--- src/rtl/wb_spi_target.sv ---
// Wishbone-attached SPI target (mode 0, MSB first, 8-bit frames) with RX/TX byte FIFOs.
// Ports:
//   clk_i, rst_i         system clock, synchronous active-high reset
//   cyc_i, stb_i, adr_i, we_i, dat_i, sel_i, ack_o, dat_o
//                        Wishbone slave; adr 0 = DATA, 1 = STATUS/CTRL, byte lane [31:24]
//   sck, ss, mosi, miso  SPI target pins (sck/ss/mosi asynchronous to clk_i)
//   irq_o                level interrupt: irq_en & rx_not_empty
module wb_spi_target #(
    parameter int unsigned FIFO_DEPTH = 16
) (
    input  logic        clk_i,
    input  logic        rst_i,
    input  logic        cyc_i,
    input  logic        stb_i,
    input  logic [1:0]  adr_i,
    input  logic        we_i,
    input  logic [31:0] dat_i,
    input  logic [3:0]  sel_i,
    output logic        ack_o,
    output logic [31:0] dat_o,
    input  logic        sck,
    input  logic        ss,
    input  logic        mosi,
    output logic        miso,
    output logic        irq_o
);
    localparam int unsigned AW = $clog2(FIFO_DEPTH);
    localparam int unsigned CW = AW + 1;

    logic [2:0]    sck_q;
    logic [2:0]    ss_q;
    logic [1:0]    mosi_q;
    logic [2:0]    bit_cnt;
    logic [6:0]    rx_shift;
    logic [7:0]    tx_shift;
    logic [7:0]    tx_shift_d;
    logic          rx_overrun;
    logic          tx_underrun;
    logic          irq_en;

    logic [7:0]    rx_mem [FIFO_DEPTH];
    logic [7:0]    tx_mem [FIFO_DEPTH];
    logic [AW-1:0] rx_rd, rx_wr, tx_rd, tx_wr;
    logic [CW-1:0] rx_cnt, tx_cnt;

    logic ss_low, ss_fall, ss_rise, sck_rise, sck_fall, byte_done;
    logic rx_full, rx_empty, tx_full, tx_empty;
    logic tx_load, tx_pop, rx_push_ok, rx_pop, tx_push;
    logic wb_fire, ctrl_wr, data_wr, flush;
    logic [7:0] status, rd_byte;
    logic unused_ok;

    assign unused_ok = ^{dat_i[23:0], sel_i[2:0]};

    // Edge detection between the 2nd and 3rd synchronizer stages
    assign ss_low    = ~ss_q[1];
    assign ss_fall   = ss_q[2] & ~ss_q[1];
    assign ss_rise   = ~ss_q[2] & ss_q[1];
    assign sck_rise  = ss_low & sck_q[1] & ~sck_q[2];
    assign sck_fall  = ss_low & ~sck_q[1] & sck_q[2];
    assign byte_done = sck_rise & (bit_cnt == 3'd7);

    assign rx_full  = (rx_cnt == CW'(FIFO_DEPTH));
    assign rx_empty = (rx_cnt == '0);
    assign tx_full  = (tx_cnt == CW'(FIFO_DEPTH));
    assign tx_empty = (tx_cnt == '0);

    // Wishbone side effects happen on the edge that raises ack_o
    assign wb_fire = cyc_i & stb_i & ~ack_o;
    assign data_wr = wb_fire & we_i & sel_i[3] & (adr_i == 2'd0);
    assign ctrl_wr = wb_fire & we_i & sel_i[3] & (adr_i == 2'd1);
    assign flush   = ctrl_wr & dat_i[30];

    assign tx_load    = ss_fall | byte_done;
    assign tx_pop     = tx_load & ~tx_empty & ~flush;
    assign tx_push    = data_wr & ~tx_full & ~flush;
    assign rx_push_ok = byte_done & ~rx_full & ~flush;
    assign rx_pop     = wb_fire & ~we_i & (adr_i == 2'd0) & ~rx_empty & ~flush;

    assign status = {2'b00, irq_en, tx_underrun, rx_overrun, ss_low, tx_full, ~rx_empty};

    // Read mux
    always_comb begin
        rd_byte = 8'h00;
        case (adr_i)
            2'd0:    rd_byte = rx_empty ? 8'h00 : rx_mem[rx_rd];
            2'd1:    rd_byte = status;
            default: rd_byte = 8'h00;
        endcase
    end

    // TX shifter next value; miso is registered from it so it tracks the shifter without lag
    always_comb begin
        tx_shift_d = tx_shift;
        if (tx_load) begin
            tx_shift_d = tx_pop ? tx_mem[tx_rd] : 8'hFF;
        end else if (sck_fall && (bit_cnt != 3'd0)) begin
            tx_shift_d = {tx_shift[6:0], 1'b0};
        end
    end

    // FIFO storage (no reset needed; validity tracked by pointers/counts)
    always_ff @(posedge clk_i) begin
        if (rx_push_ok) rx_mem[rx_wr] <= {rx_shift, mosi_q[1]};
        if (tx_push)    tx_mem[tx_wr] <= dat_i[31:24];
    end

    // Control and datapath registers
    always_ff @(posedge clk_i) begin
        if (rst_i) begin
            sck_q       <= 3'b000;
            ss_q        <= 3'b111;
            mosi_q      <= 2'b00;
            bit_cnt     <= 3'd0;
            rx_shift    <= 7'd0;
            tx_shift    <= 8'hFF;
            rx_overrun  <= 1'b0;
            tx_underrun <= 1'b0;
            irq_en      <= 1'b0;
            rx_rd       <= '0;
            rx_wr       <= '0;
            rx_cnt      <= '0;
            tx_rd       <= '0;
            tx_wr       <= '0;
            tx_cnt      <= '0;
            ack_o       <= 1'b0;
            dat_o       <= 32'd0;
            miso        <= 1'b0;
            irq_o       <= 1'b0;
        end else begin
            sck_q  <= {sck_q[1:0], sck};
            ss_q   <= {ss_q[1:0], ss};
            mosi_q <= {mosi_q[0], mosi};

            // Either ss edge restarts framing; a partial byte is simply abandoned
            if (ss_fall || ss_rise) begin
                bit_cnt <= 3'd0;
            end else if (sck_rise) begin
                bit_cnt <= bit_cnt + 3'd1;
            end
            if (sck_rise) rx_shift <= {rx_shift[5:0], mosi_q[1]};
            tx_shift <= tx_shift_d;
            miso     <= ss_low & tx_shift_d[7];

            if (flush) begin
                rx_rd  <= '0;
                rx_wr  <= '0;
                rx_cnt <= '0;
                tx_rd  <= '0;
                tx_wr  <= '0;
                tx_cnt <= '0;
            end else begin
                if (rx_push_ok) rx_wr <= rx_wr + AW'(1);
                if (rx_pop)     rx_rd <= rx_rd + AW'(1);
                rx_cnt <= rx_cnt + CW'(rx_push_ok) - CW'(rx_pop);
                if (tx_push)    tx_wr <= tx_wr + AW'(1);
                if (tx_pop)     tx_rd <= tx_rd + AW'(1);
                tx_cnt <= tx_cnt + CW'(tx_push) - CW'(tx_pop);
            end

            // Set wins over a same-cycle write-1-to-clear
            rx_overrun  <= (byte_done & rx_full) |
                           (rx_overrun & ~(ctrl_wr & dat_i[27]));
            tx_underrun <= (tx_load & tx_empty) |
                           (tx_underrun & ~(ctrl_wr & dat_i[28]));
            if (ctrl_wr) irq_en <= dat_i[29];

            ack_o <= wb_fire;
            dat_o <= wb_fire ? {rd_byte, 24'd0} : 32'd0;
            irq_o <= irq_en & ~rx_empty;
        end
    end
endmodule

--- config.mk ---
export PLATFORM = sky130hd
export DESIGN_NAME = wb_spi_target
export DESIGN_NICKNAME = d
export VERILOG_FILES = /design/src/rtl/wb_spi_target.sv
export SDC_FILE = /design/constraint.sdc
export NUM_CORES = 1
export LEC_CHECK = 0
export BUFFER_PORTS_ARGS = -buffer_cell sky130_fd_sc_hd__buf_2
export CAP_MARGIN = 30
export CORE_MARGIN = 5
export CORE_UTILIZATION = 45
export CTS_CLUSTER_SIZE = 16
export DETAILED_ROUTE_END_ITERATION = 6
export PLACE_DENSITY_LB_ADDON = 0.1
export SLEW_MARGIN = 15
export SYNTH_ARGS = -nofsm -noshare
export SYNTH_HDL_FRONTEND = slang
export SYNTH_SLANG_ARGS = --single-unit
--- constraint.sdc ---
create_clock -name clk_i -period 3.33 [get_ports clk_i]
set_input_delay 0.1665 -clock clk_i [delete_from_list [all_inputs] [get_ports clk_i]]
set_output_delay 0.1665 -clock clk_i [all_outputs]
set_load 0.005 [all_outputs]
# After elaboration in Yosys (flattened, before gate mapping)
# Memory sizes are Yosys's and may differ from the RTL's. A register that Yosys moved wholly into a read port is not among the register bits.
# Cells that the tools add are included.
[totals]
output_inout_bits = 35
in_bits = 46
ff_bits = 90
memories = 2
mem_bits_rw = 256
[op_classes]
mux = 13
eq_ne = 4
bitwise = 49
add_sub_neg = 9
n_reduce_logical = 10
[memory_table]
columns = ["memory", "depth", "width", "rd", "rd_clocked_by_memory_dff", "wr", "line", "text"]
rows = [
  ["rx_mem", 16, 8, 1, 1, 1, "41", "logic [7:0] rx_mem [FIFO_DEPTH];"],
  ["tx_mem", 16, 8, 1, 1, 1, "42", "logic [7:0] tx_mem [FIFO_DEPTH];"],
]
[ops]
columns = ["cell", "n"]
rows = [
  ["1-bit bitwise AND", 32],
  ["8-bit two-way mux", 4],
  ["4-bit by 1-bit adder with 4-bit output, second input constant", 4],
  ["4-bit two-way mux", 4],
  ["8-bit case mux with 2 select lines", 1],
  ["1-bit NOT", 14],
  ["5-bit by 1-bit adder with 5-bit output", 2],
  ["5-bit equality test, second input constant", 2],
  ["5-bit zero test", 2],
  ["5-bit by 1-bit subtractor with 5-bit output", 2],
  ["2-bit OR reduction", 3],
  ["1-bit two-way mux", 4],
  ["3-bit by 1-bit adder with 3-bit output, second input constant", 1],
  ["3-bit equality test, second input constant", 1],
  ["1-bit OR", 3],
  ["3-bit nonzero test", 1],
  ["2-bit by 1-bit equality test with 1-bit output, second input constant", 1],
  ["2-bit zero test", 1],
  ["2-bit nonzero test", 1],
  ["1-bit logical AND", 1],
  ["1-bit logical OR", 1],
]

# Longest topological paths before layout
# Gate-level depths: netlist (run 1).
[logic_depth]
depth_word = 11
depth_mapped = 14
ltp_nobuf = 13

# Worst setup path before layout (run 1)
# Ideal clock, no wire load.
[synth_path]
kind = "register to register"
from = "reg tx_cnt[3]"
to = "reg tx_cnt[4]"
required_ns = 3.260
path_buffers = 0
setup_slack_ns = 0.363
t_arrival_ns = 2.897
path_stages_with_launch = 14
path_cell_list = "dfxtp_1 inv_1 ha_1 or4b_2 o21ai_0 nor2_1 ha_1 inv_1 ha_1 fa_1 a21oi_1 nor2_1 or3_1 a21oi_1"
[synth_via]
elab_chain_len = 6
elab_cells_between_ends = 10
[synth_lines]
columns = ["element", "line", "text"]
rows = [
  ["start: declaration", "44", "logic [CW-1:0] rx_cnt, tx_cnt;"],
  ["start signal: assignment", "158", "tx_cnt <= tx_cnt + CW'(tx_push) - CW'(tx_pop);"],
  ["5-bit equality test", "65", "assign tx_full = (tx_cnt == CW'(FIFO_DEPTH));"],
  ["1-bit NOT", "76", "assign tx_push = data_wr & ~tx_full & ~flush;"],
  ["1-bit bitwise AND (2 in series)", "76", ""],
  ["5-bit by 1-bit adder with 5-bit output", "158", ""],
  ["5-bit by 1-bit subtractor with 5-bit output *", "158", ""],
]
# Mark *: on every way between the ends. The rest lies on a longest branch, timed or not.
# A chain may end at the register's enable or synchronous reset.

# Worst setup path after layout (run 1)
[layout_path]
from = "reg tx_cnt[2]"
to = "reg tx_cnt[4]"
# The elaborated chain is that of the path after synthesis.

==> results.yml, run 1 <==
yosys:
  post_synth_edffs: 256
  synth_top_cell_by_area: "edfxtp_1"
  synth.most_common_cell: "edfxtp_1"
  synth_async_sr_flop_share: 0
  most_frequent_cells_after_synthesis: "edfxtp_1 (256), dfxtp_1 (74), mux4_2 (60)"
  synth_largest_type_area_fraction: 0.5766
  synth.lib_cells_used.distinct: 58
  netlist_area_sq_um: 13330
  netlist_instances: 800
  yosys_most_used_dff: "edfxtp_1"
  seq_area_frac_synth: 0.6877
  synth.area.top_cells: "edfxtp_1 (58%), dfxtp_1 (11%), mux4_2 (10%)"
  postSynthRegisterBits: 330
  post_synth.cell_area_avg_sq_um: 16.67
  yosysWarnings: 0
global_route:
  grt_util_met1: 0.2361
  grtUsageTotal: 0.1687
  busiest_layer: "met2"
  groute.layer.met3.usage: 0.03448
  grt_pass1_vias: 7180
  maximum_number_of_pins_on_one_net_before_global_route_repair: 33
  groute.layer.met2.usage: 0.2753
  grt-ovfl-total: 0
  grt_first_pass_wirelength_mm: 42.96
  grt_antenna_before_repair: 0
hold_path:
  hp-class: "in2reg"
detailed_routing:
  detail_route.vias_per_cell: 5.376
  drcViolationCount: 0
  route.antenna.remaining_nets: 0
  routed-via-count: 6994
  wirelength_mm: 27.77
  drt_iter0_markers: 485
  drt_pre_antenna_iters: 5
  wl_per_cell_um: 21.34
die:
  core.rowCount: 63
  die_area_sq_um: 33170
  core_region_area_sq_um: 29480
  die_width_um: 182.1
  die_ht_um: 182.1
  floorplan.io_pins: 81
  initial_core_utilization: 0.4523
timing:
  finalMaxSlewViolations: 0
  period_share: 0.9356
  final.setup_skew_ns: 0.01821
  totalNegativeSetupSlack_ns: 0
  finalHoldViolCount: 0
  clock.fmax_mhz: 321.0
  finalHoldWorstSlack_ns: 0.03141
  final_critical_period_ns: 3.116
  max_slew.worst_pin.slew_ns: 0.8779
  worst_slew_margin_rel: 0.4070
  grt_setup_unrepaired: "no"
  report.final.setup_viol: 0
clock_network:
  cts_tree: "built"
  worst_setup_hold_path_clk_slew_ns: 0.06
  number_of_sinks_handled_by_clock_tree_synthesis: 330
  number_of_setup_buffers_added_after_cts: 0
  number_of_buffers_on_the_longest_clock_path: 3
  cts_htree_levels: 2
  clock_insertion_delay_worst_skew_ns: 0.51
  root_buffer_cell: "clkbuf_16"
  cts_buffers: 36
critical_path:
  worst_ep_required_ns: 3.77
  crit_path_cell_trace: "inv_1, ha_1, or4b_2, o21ai_2, nor2_2, ha_1, inv_1, ha_1, fa_1, a21oi_1, nor2_1, or3_1, a21oi_1"
  endpoint_kind: "flop"
  critical-path-top-cell-by-count: "ha_1"
  crit_type: "reg2reg"
  timing.critical_path.slowest_stage_cell: "or4b_2"
  largest_stage_delay_worst_path_ns: 0.61
  start_kind: "flop"
  worst-path-max-fanout: 3
  arrival_ns: 3.55
placed_design:
  gp_routability_congestion: 0.7708
  dpl.cell_count: 1229
  port_buffers: 29
  dp_hpwl_mm: 18.70
power:
  power_density_nw_per_um2: 586.6
  power.static_leakage_nw: 5.133
  vdd_drop_max_uv: 383.5
layout:
  final_util: 0.5209
  syn_to_final_growth_pct: 15.18
  final_layout_size_suffix_gt1_frac: 0.2338
  n_antenna_cell: 0
  layout.cells.non_filler: 1301
  nets: 956
run:
  cap_viol_max_count: 0
run_status:
  outcome: "complete, no violations"
## kinds of logic (layout without fill, tap and decap cells)
group | Yosys count | after routing | synth area share
flip-flops | 330 | 330 | 0.6877
AO/OA/AOI/OAI | 79 | 79 | 0.03979
XOR/XNOR | 12 | 12 | 0.007883
other | 1 | 24 | 0.0002813
multiplexers | 97 | 97 | 0.1353
buffers and inverters | 88 | 176 | 0.03472
AND/OR/NAND/NOR | 166 | 166 | 0.06785
adder cells (fa/ha/maj) | 27 | 27 | 0.02646
## placed cells by master (no fill, tap or decap), types with 4 or more instances in the layout
cell,instances
nand3_1,17
clkinv_2,8
a211oi_1,4
nor2_1,55
dfxtp_1,72
conb_1,24
and2_1,5
buf_4,50
nor2b_1,11
a31oi_1,6
mux4_2,60
ha_1,25
mux4_1,5
a21oi_1,19
nor3_1,14
a22o_1,17
nor3b_1,10
xor2_1,5
dlygate4sd3_1,5
nand2b_1,10
buf_2,29
edfxtp_1,256
nand2_1,18
clkbuf_1,5
o21ai_0,8
clkbuf_8,4
xnor2_1,7
inv_1,25
clkbuf_16,39
mux2i_1,31
o22ai_1,12
or3_1,4
clkinv_1,4
## repair_timing
item,4_1_cts,5_1_grt
gates resized for setup,0,3
hold buffers,5,0
endpoints found under the setup margin,0,1
endpoints found under the hold margin,4,0
## power by group
group          switching, mW  internal [mW]
sequential            0.0533           4.45
combinational          0.261          0.243
clock                   1.54           2.45
total                   1.86           7.15
## state kept, by name, summed over array words and instances (netlist names), 2 cells and up, named ones only
name,count
bit_cnt,3
dat_o,8
mosi_q,2
rx_cnt,5
rx_mem,128
rx_rd,4
rx_shift,7
rx_wr,4
sck_q,3
ss_q,3
tx_cnt,5
tx_mem,128
tx_rd,4
tx_shift,8
tx_wr,4
## metal layers
| metal | wire, um | vias up |
|---|---|---|
| met5 | 0 | - |
| met4 | 442 | 0 |
| met3 | 1527 | 30 |
| met2 | 13290 | 155 |
| met1 | 12510 | 3584 |
| li1 | - | 3225 |
## cell type report
| cell class | instances | area [sq um] |
|---|---|---|
| clock buffer | 48 | 1050 |
| clock inverter | 18 | 170.2 |
| fill | 2414 | 14120 |
| inverter | 25 | 93.84 |
| multi-input combinational | 405 | 3799 |
| sequential | 330 | 9171 |
| tap | 390 | 488.0 |
| timing repair buffer | 85 | 585.6 |
## metrics by stage
step,power (mW),worst slack [ns],area [sq um]
floorplan,4.949,0.3632,13420
global placement,5.062,0.2194,14070
detailed placement,5.088,0.1574,14070
finish,9.008,0.2144,15360
global route,9.357,0.03189,15360
CTS,9.100,0.1116,15340
## worst paths after layout
check                             from                       to  slack [ns]  cells past startpoint
setup / recovery  tx_cnt[2]$_SDFF_PP0_     tx_cnt[4]$_SDFF_PP0_        0.21                     13
hold / removal               dat_i[26]  tx_mem[11][2]$_DFFE_PP_        0.03                      1
setup reg to reg  tx_cnt[2]$_SDFF_PP0_     tx_cnt[4]$_SDFF_PP0_        0.21                     13
hold reg to reg     ss_q[0]$_SDFF_PP1_       ss_q[1]$_SDFF_PP1_        0.41                      1
## critical path: cells and delay by family (launching register included)
family | cells | cell delay, ns
AND/OR/NAND/NOR | 4 | 1.11
adder cells (fa/ha/maj) | 4 | 1.08
AO/OA/AOI/OAI | 3 | 0.41
flip-flops | 1 | 0.32
buffers and inverters | 2 | 0.13
Power figures use the tool's default switching activity.
==> run 2: changes to the inputs <==
CAP_MARGIN = 10   (was 30)
PLACE_DENSITY = 0.68   (was not set)
PLACE_DENSITY_LB_ADDON = not set   (was 0.1)
==> results.yml, run 2 (synthesis results as in run 1) <==
run_status:
  outcome: "complete, no violations"
timing:
  worst_slew_margin_rel: 0.2645
  worst_slack_ns: 0.2041
  final_critical_period_ns: 3.126
  period_share: 0.9387
  max_slew.worst_pin.slew_ns: 1.098
  finalMaxSlewViolations: 0
  clock.fmax_mhz: 319.9
  totalNegativeSetupSlack_ns: 0
  report.final.setup_viol: 0
  final.setup_skew_ns: 0.02163
  grt_setup_unrepaired: "no"
  finalHoldViolCount: 0
power:
  finalPower_mw: 8.585
  power.static_leakage_nw: 5.052
  power.sequential.fraction: 0.525
  power_switching_share: 0.2165
  vdd_drop_max_uv: 434.8
  power_density_nw_per_um2: 565.0
  clock_network_fraction_of_design_power: 0.418
  internal_pwr_total_mw: 6.727
  switching_power_mw: 1.858
  combinationalPowerShare: 0.057
clock_network:
  number_of_setup_buffers_added_after_cts: 0
  cts_htree_levels: 2
  cts_buffers: 34
  root_buffer_cell: "clkbuf_16"
  number_of_buffers_on_the_longest_clock_path: 3
  number_of_sinks_handled_by_clock_tree_synthesis: 330
  cts_tree: "built"
  worst_setup_hold_path_clk_slew_ns: 0.06
  clock_insertion_delay_worst_skew_ns: 0.52
detailed_routing:
  detail_route.vias_per_cell: 5.359
  dr.max_layer_used: "met5"
  route.met3.wl_mm: 1.433
  drcViolationCount: 0
  met1_length_mm: 11.19
  wirelength_mm: 26.15
  met2WireLength_mm: 13.03
  route.antenna.remaining_nets: 0
  routed-via-count: 6950
  drt_pre_antenna_iters: 5
  wl_per_cell_um: 20.16
  drt_iter0_markers: 549
layout:
  layout.cells.non_filler: 1297
  nets: 954
  n_antenna_cell: 0
  finish.instance_area_sq_um: 15200
  multi_input_comb_area_sq_um: 3796
  most-common-layout-cells: "edfxtp_1 (256), dfxtp_1 (72), mux4_2 (60)"
  largestRegisters: "rx_mem (128), tx_mem (128)"
  mostFrequentLayoutCell: "edfxtp_1"
  num-fill-cells: 2400
  syn_to_final_growth_pct: 13.97
  final_layout_size_suffix_gt1_frac: 0.2271
  regArea_sq_um: 9171
critical_path:
  largest_stage_delay_worst_path_ns: 0.63
  critical-path-top-cell-by-count: "ha_1"
  worst-path-max-fanout: 3
  path_delay_family: "simple AND/OR/NAND/NOR gates"
  regToRegSetupSlack_ns: 0.20
  regToRegStartpoint: "tx_cnt[2]$_SDFF_PP0_"
  timing.critical_path.buf_inv: 2
  endpoint_kind: "flop"
  crit_path_cell_trace: "inv_1, ha_1, or4b_2, o21ai_2, nor2_1, ha_1, inv_1, ha_1, fa_1, a21oi_1, nor2_1, or3_1, a21oi_1"
  start_kind: "flop"
  arrival_ns: 3.55
  path_depth_of_the_worst_reg2reg_path: 13
  reg2reg_to: "tx_cnt[4]$_SDFF_PP0_"
  worst_ep_required_ns: 3.76
  timing.critical_path.slowest_stage_cell: "or4b_2"
  crit_type: "reg2reg"
global_route:
  grt_antenna_before_repair: 1
  grt_pass1_vias: 7024
  grt_first_pass_wirelength_mm: 40.89
  grtUsageTotal: 0.1593
  maximum_number_of_pins_on_one_net_before_global_route_repair: 33
  grt-ovfl-total: 0
placed_design:
  gp_routability_congestion: 0.7844
  post_detailed_placement_cell_area_sq_um: 14070
  dpl.cell_count: 1230
  detailedPlace.worstSlack_ns: 0.1567
  dp_hpwl_mm: 17.02
  port_buffers: 29
die:
  core.rowCount: 63
  initial_core_utilization: 0.4523
  core_region_area_sq_um: 29480
  die_area_sq_um: 33170
  die_ht_um: 182.1
  floorplan.io_pins: 81
  die_width_um: 182.1
run:
  cap_viol_max_count: 0
hold_path:
  hold-path-cell-count: 1
  hold_worst_path_end: "tx_mem[8][2]$_DFFE_PP_"
  hp-class: "in2reg"
  holdCritStartpoint: "dat_i[26]"
[run 2: changes by cell type in the layout (fill, tap and decap cells not counted), sizes merged]
cell and delta:
clkinvlp +1, clkbuf -6, bufinv -2, clkinv +3
[run 2: area by class of cell]
| cell class | count | area share |
|---|---|---|
| Clock inverter | 20 | 0.01103 |
| Clock buffer | 42 | 0.05928 |
| Multi-Input combinational cell | 405 | 0.2498 |
| Timing Repair Buffer | 85 | 0.03804 |
| Sequential cell | 330 | 0.6035 |
| Inverter | 25 | 0.006175 |
| Tap cell | 390 | 0.03211 |
[run 2: per-stage QoR]
stage	hold WS [ns]	util
global route	0.01472	0.5154
detailed placement	0.3962	0.4774
global placement	0.3933	0.4774
CTS	0.005255	0.5153
finish	0.02117	0.5154
floorplan	0.2654	-
[run 2: worst max-delay path by stage]
stage,start,end,slack [ns],cells past startpoint
2_1_floorplan,tx_cnt[3]$_SDFF_PP0_,tx_cnt[4]$_SDFF_PP0_,0.36,13
3_3_place_gp,tx_cnt[3]$_SDFF_PP0_,tx_cnt[4]$_SDFF_PP0_,0.21,13
3_5_place_dp,tx_cnt[2]$_SDFF_PP0_,tx_cnt[4]$_SDFF_PP0_,0.16,13
4_1_cts,tx_cnt[2]$_SDFF_PP0_,tx_cnt[4]$_SDFF_PP0_,0.14,13
5_1_grt,tx_cnt[3]$_SDFF_PP0_,tx_cnt[4]$_SDFF_PP0_,0.02,13
6_report,tx_cnt[2]$_SDFF_PP0_,tx_cnt[4]$_SDFF_PP0_,0.20,13
[run 2: repair_timing]
action                                  4_1_cts  5_1_grt
endpoints found under the setup margin        0        1
hold endpoints to repair                      4        0
resized for setup                             0        2
hold buffers                                  5        0
[run 2: routing by layer]
| metal | global-route usage | up-vias |
|---|---|---|
| li1 | - | 3221 |
| met3 | 0.03089 | 45 |
| met2 | 0.2675 | 179 |
| met4 | 0.03873 | 2 |
| met1 | 0.2166 | 3503 |
| met5 | 0 | - |
[run 2: power by group through the flow]
stage	clock [mW]	sequential, mW	combinational [mW]
after floorplan	0	4.57	0.383
after global placement	0	4.59	0.473
after detailed placement	0	4.59	0.480
after CTS	3.68	4.51	0.488
after global routing	3.87	4.51	0.540
final	3.59	4.51	0.487
==> run 3: changes to the inputs <==
RECOVER_POWER = 100   (was not set)
==> results.yml, run 3 (synthesis results as in run 1) <==
hold_path:
  holdCritStartpoint: "adr_i[0]"
  hp-class: "in2reg"
die:
  initial_core_utilization: 0.4523
  core_region_area_sq_um: 29480
  core.rowCount: 63
  die_ht_um: 182.1
  floorplan.io_pins: 81
  die_area_sq_um: 33170
  die_width_um: 182.1
global_route:
  grt_antenna_before_repair: 1
  maximum_number_of_pins_on_one_net_before_global_route_repair: 33
  grt_pass1_vias: 7024
  grt_first_pass_wirelength_mm: 40.89
  grtUsageTotal: 0.1593
  grt-ovfl-total: 0
critical_path:
  regToRegStartpoint: "tx_cnt[2]$_SDFF_PP0_"
  worst_ep_required_ns: 3.76
  endpoint_kind: "flop"
  arrival_ns: 3.54
  worst-path-max-fanout: 3
  crit_type: "reg2reg"
  start_kind: "flop"
  timing.critical_path.from: "tx_cnt[2]$_SDFF_PP0_"
power:
  switching_power_mw: 1.863
  vdd_drop_max_uv: 435.0
  clock_network_fraction_of_design_power: 0.419
  combinationalPowerShare: 0.055
  power.sequential.fraction: 0.526
  internal_pwr_total_mw: 6.713
  power_switching_share: 0.2173
  power_density_nw_per_um2: 571.1
  power.static_leakage_nw: 4.831
layout:
  multi_input_comb_area_sq_um: 3791
  final_layout_size_suffix_gt1_frac: 0.1566
  most-common-layout-cells: "edfxtp_1 (256), dfxtp_1 (74), clkbuf_1 (63)"
  largestRegisters: "rx_mem (128), tx_mem (128)"
  syn_to_final_growth_pct: 12.63
  mostFrequentLayoutCell: "edfxtp_1"
  nets: 954
  num-fill-cells: 2455
  regArea_sq_um: 9169
  finish.instance_area_sq_um: 15020
  n_antenna_cell: 0
timing:
  report.final.setup_viol: 0
  finalHoldViolCount: 0
  max_slew.worst_pin.slew_ns: 2.034
  grt_setup_unrepaired: "no"
  worst_slew_margin_rel: -0.3591
  clock.fmax_mhz: 320.9
  final.setup_skew_ns: 0.02161
  finalMaxSlewViolations: 12
  totalNegativeSetupSlack_ns: 0
  finalHoldWorstSlack_ns: 0.07581
  period_share: 0.9359
  final_critical_period_ns: 3.117
clock_network:
  number_of_buffers_on_the_longest_clock_path: 3
  number_of_setup_buffers_added_after_cts: 0
  cts_buffers: 34
  clock_insertion_delay_worst_skew_ns: 0.52
  cts_htree_levels: 2
  root_buffer_cell: "clkbuf_16"
  number_of_sinks_handled_by_clock_tree_synthesis: 330
  worst_setup_hold_path_clk_slew_ns: 0.06
  cts_tree: "built"
placed_design:
  dp_hpwl_mm: 17.02
  post_detailed_placement_cell_area_sq_um: 14070
  gp_routability_congestion: 0.7844
  port_buffers: 29
detailed_routing:
  drt_iter0_markers: 545
  drcViolationCount: 0
  drt_pre_antenna_iters: 4
  wirelength_mm: 26.16
  detail_route.vias_per_cell: 5.391
  routed-via-count: 6992
  wl_per_cell_um: 20.17
  route.antenna.remaining_nets: 0
run_status:
  outcome: "complete, but fails checks"
  failed_checks: "max-capacitance violations, max-slew violations"
run:
  cap_viol_max_count: 1
==> run 3: cell types whose count changed in the layout (fill, tap and decap cells not counted), sizes merged <==
| cell | change |
|---|---|
| buf | -57 |
| clkbuf | +57 |
==> run 3: final cells by class <==
class,count,share of cell area
clock inverters,20,0.01116
clock buffers,42,0.05999
multi-input cells,405,0.2525
inverters,25,0.006249
flip-flops and latches,330,0.6106
well taps,390,0.03249
repair buffers,85,0.02708
==> run 3: power groups by stage <==
stage          Combinational [mW]  Clock, mW  Sequential, mW
2_1_floorplan               0.383          0            4.57
3_3_place_gp                0.473          0            4.59
3_5_place_dp                0.480          0            4.59
4_1_cts                     0.488       3.68            4.51
5_1_grt                     0.526       3.87            4.51
6_report                    0.473       3.60            4.51
==> run 3: metal layers <==
layer,global-route usage,wire length (um),up-vias
met5,0,13,-
met4,0.03873,491,2
met3,0.03089,1371,43
met2,0.2675,13100,178
met1,0.2166,11190,3546
li1,-,-,3223
==> run 3: what timing repair did <==
item	4_1_cts	5_1_grt
endpoints found under the setup margin	0	1
hold buffers	5	0
hold endpoints to repair	4	0
resized for setup	0	2
==> run 3: worst max-delay path: stages (launching register included) <==
cell     delay, ns
dfxtp_1       0.32
inv_1         0.07
ha_1          0.16
or4b_2        0.63
o21ai_2       0.10
nor2_1        0.09
ha_1          0.28
inv_1         0.04
ha_1          0.21
fa_1          0.45
a21oi_1       0.15
nor2_1        0.06
or3_1         0.34
a21oi_1       0.14
==> run 3: path summary, 6_finish.rpt <==
check / to / slack (ns) / cells after the start
worst max register to register: tx_cnt[4]$_SDFF_PP0_ / 0.21 / 13
worst min-delay path: dat_o[24]$_SDFF_PP0_ / 0.08 / 2
worst max-delay path: tx_cnt[4]$_SDFF_PP0_ / 0.21 / 13
worst min register to register: ss_q[1]$_SDFF_PP1_ / 0.43 / 1
==> run 3: stage by stage <==
stage / util / total power, mW / setup slack [ns] / std cells
final: 0.5094 / 8.577 / 0.2133 / 1297
after floorplan: - / 4.949 / 0.3632 / 823
after global routing: 0.5094 / 8.912 / 0.02788 / 1297
after global placement: 0.4774 / 5.065 / 0.2069 / 1230
after detailed placement: 0.4774 / 5.075 / 0.1567 / 1230
after CTS: 0.5153 / 8.676 / 0.1379 / 1297
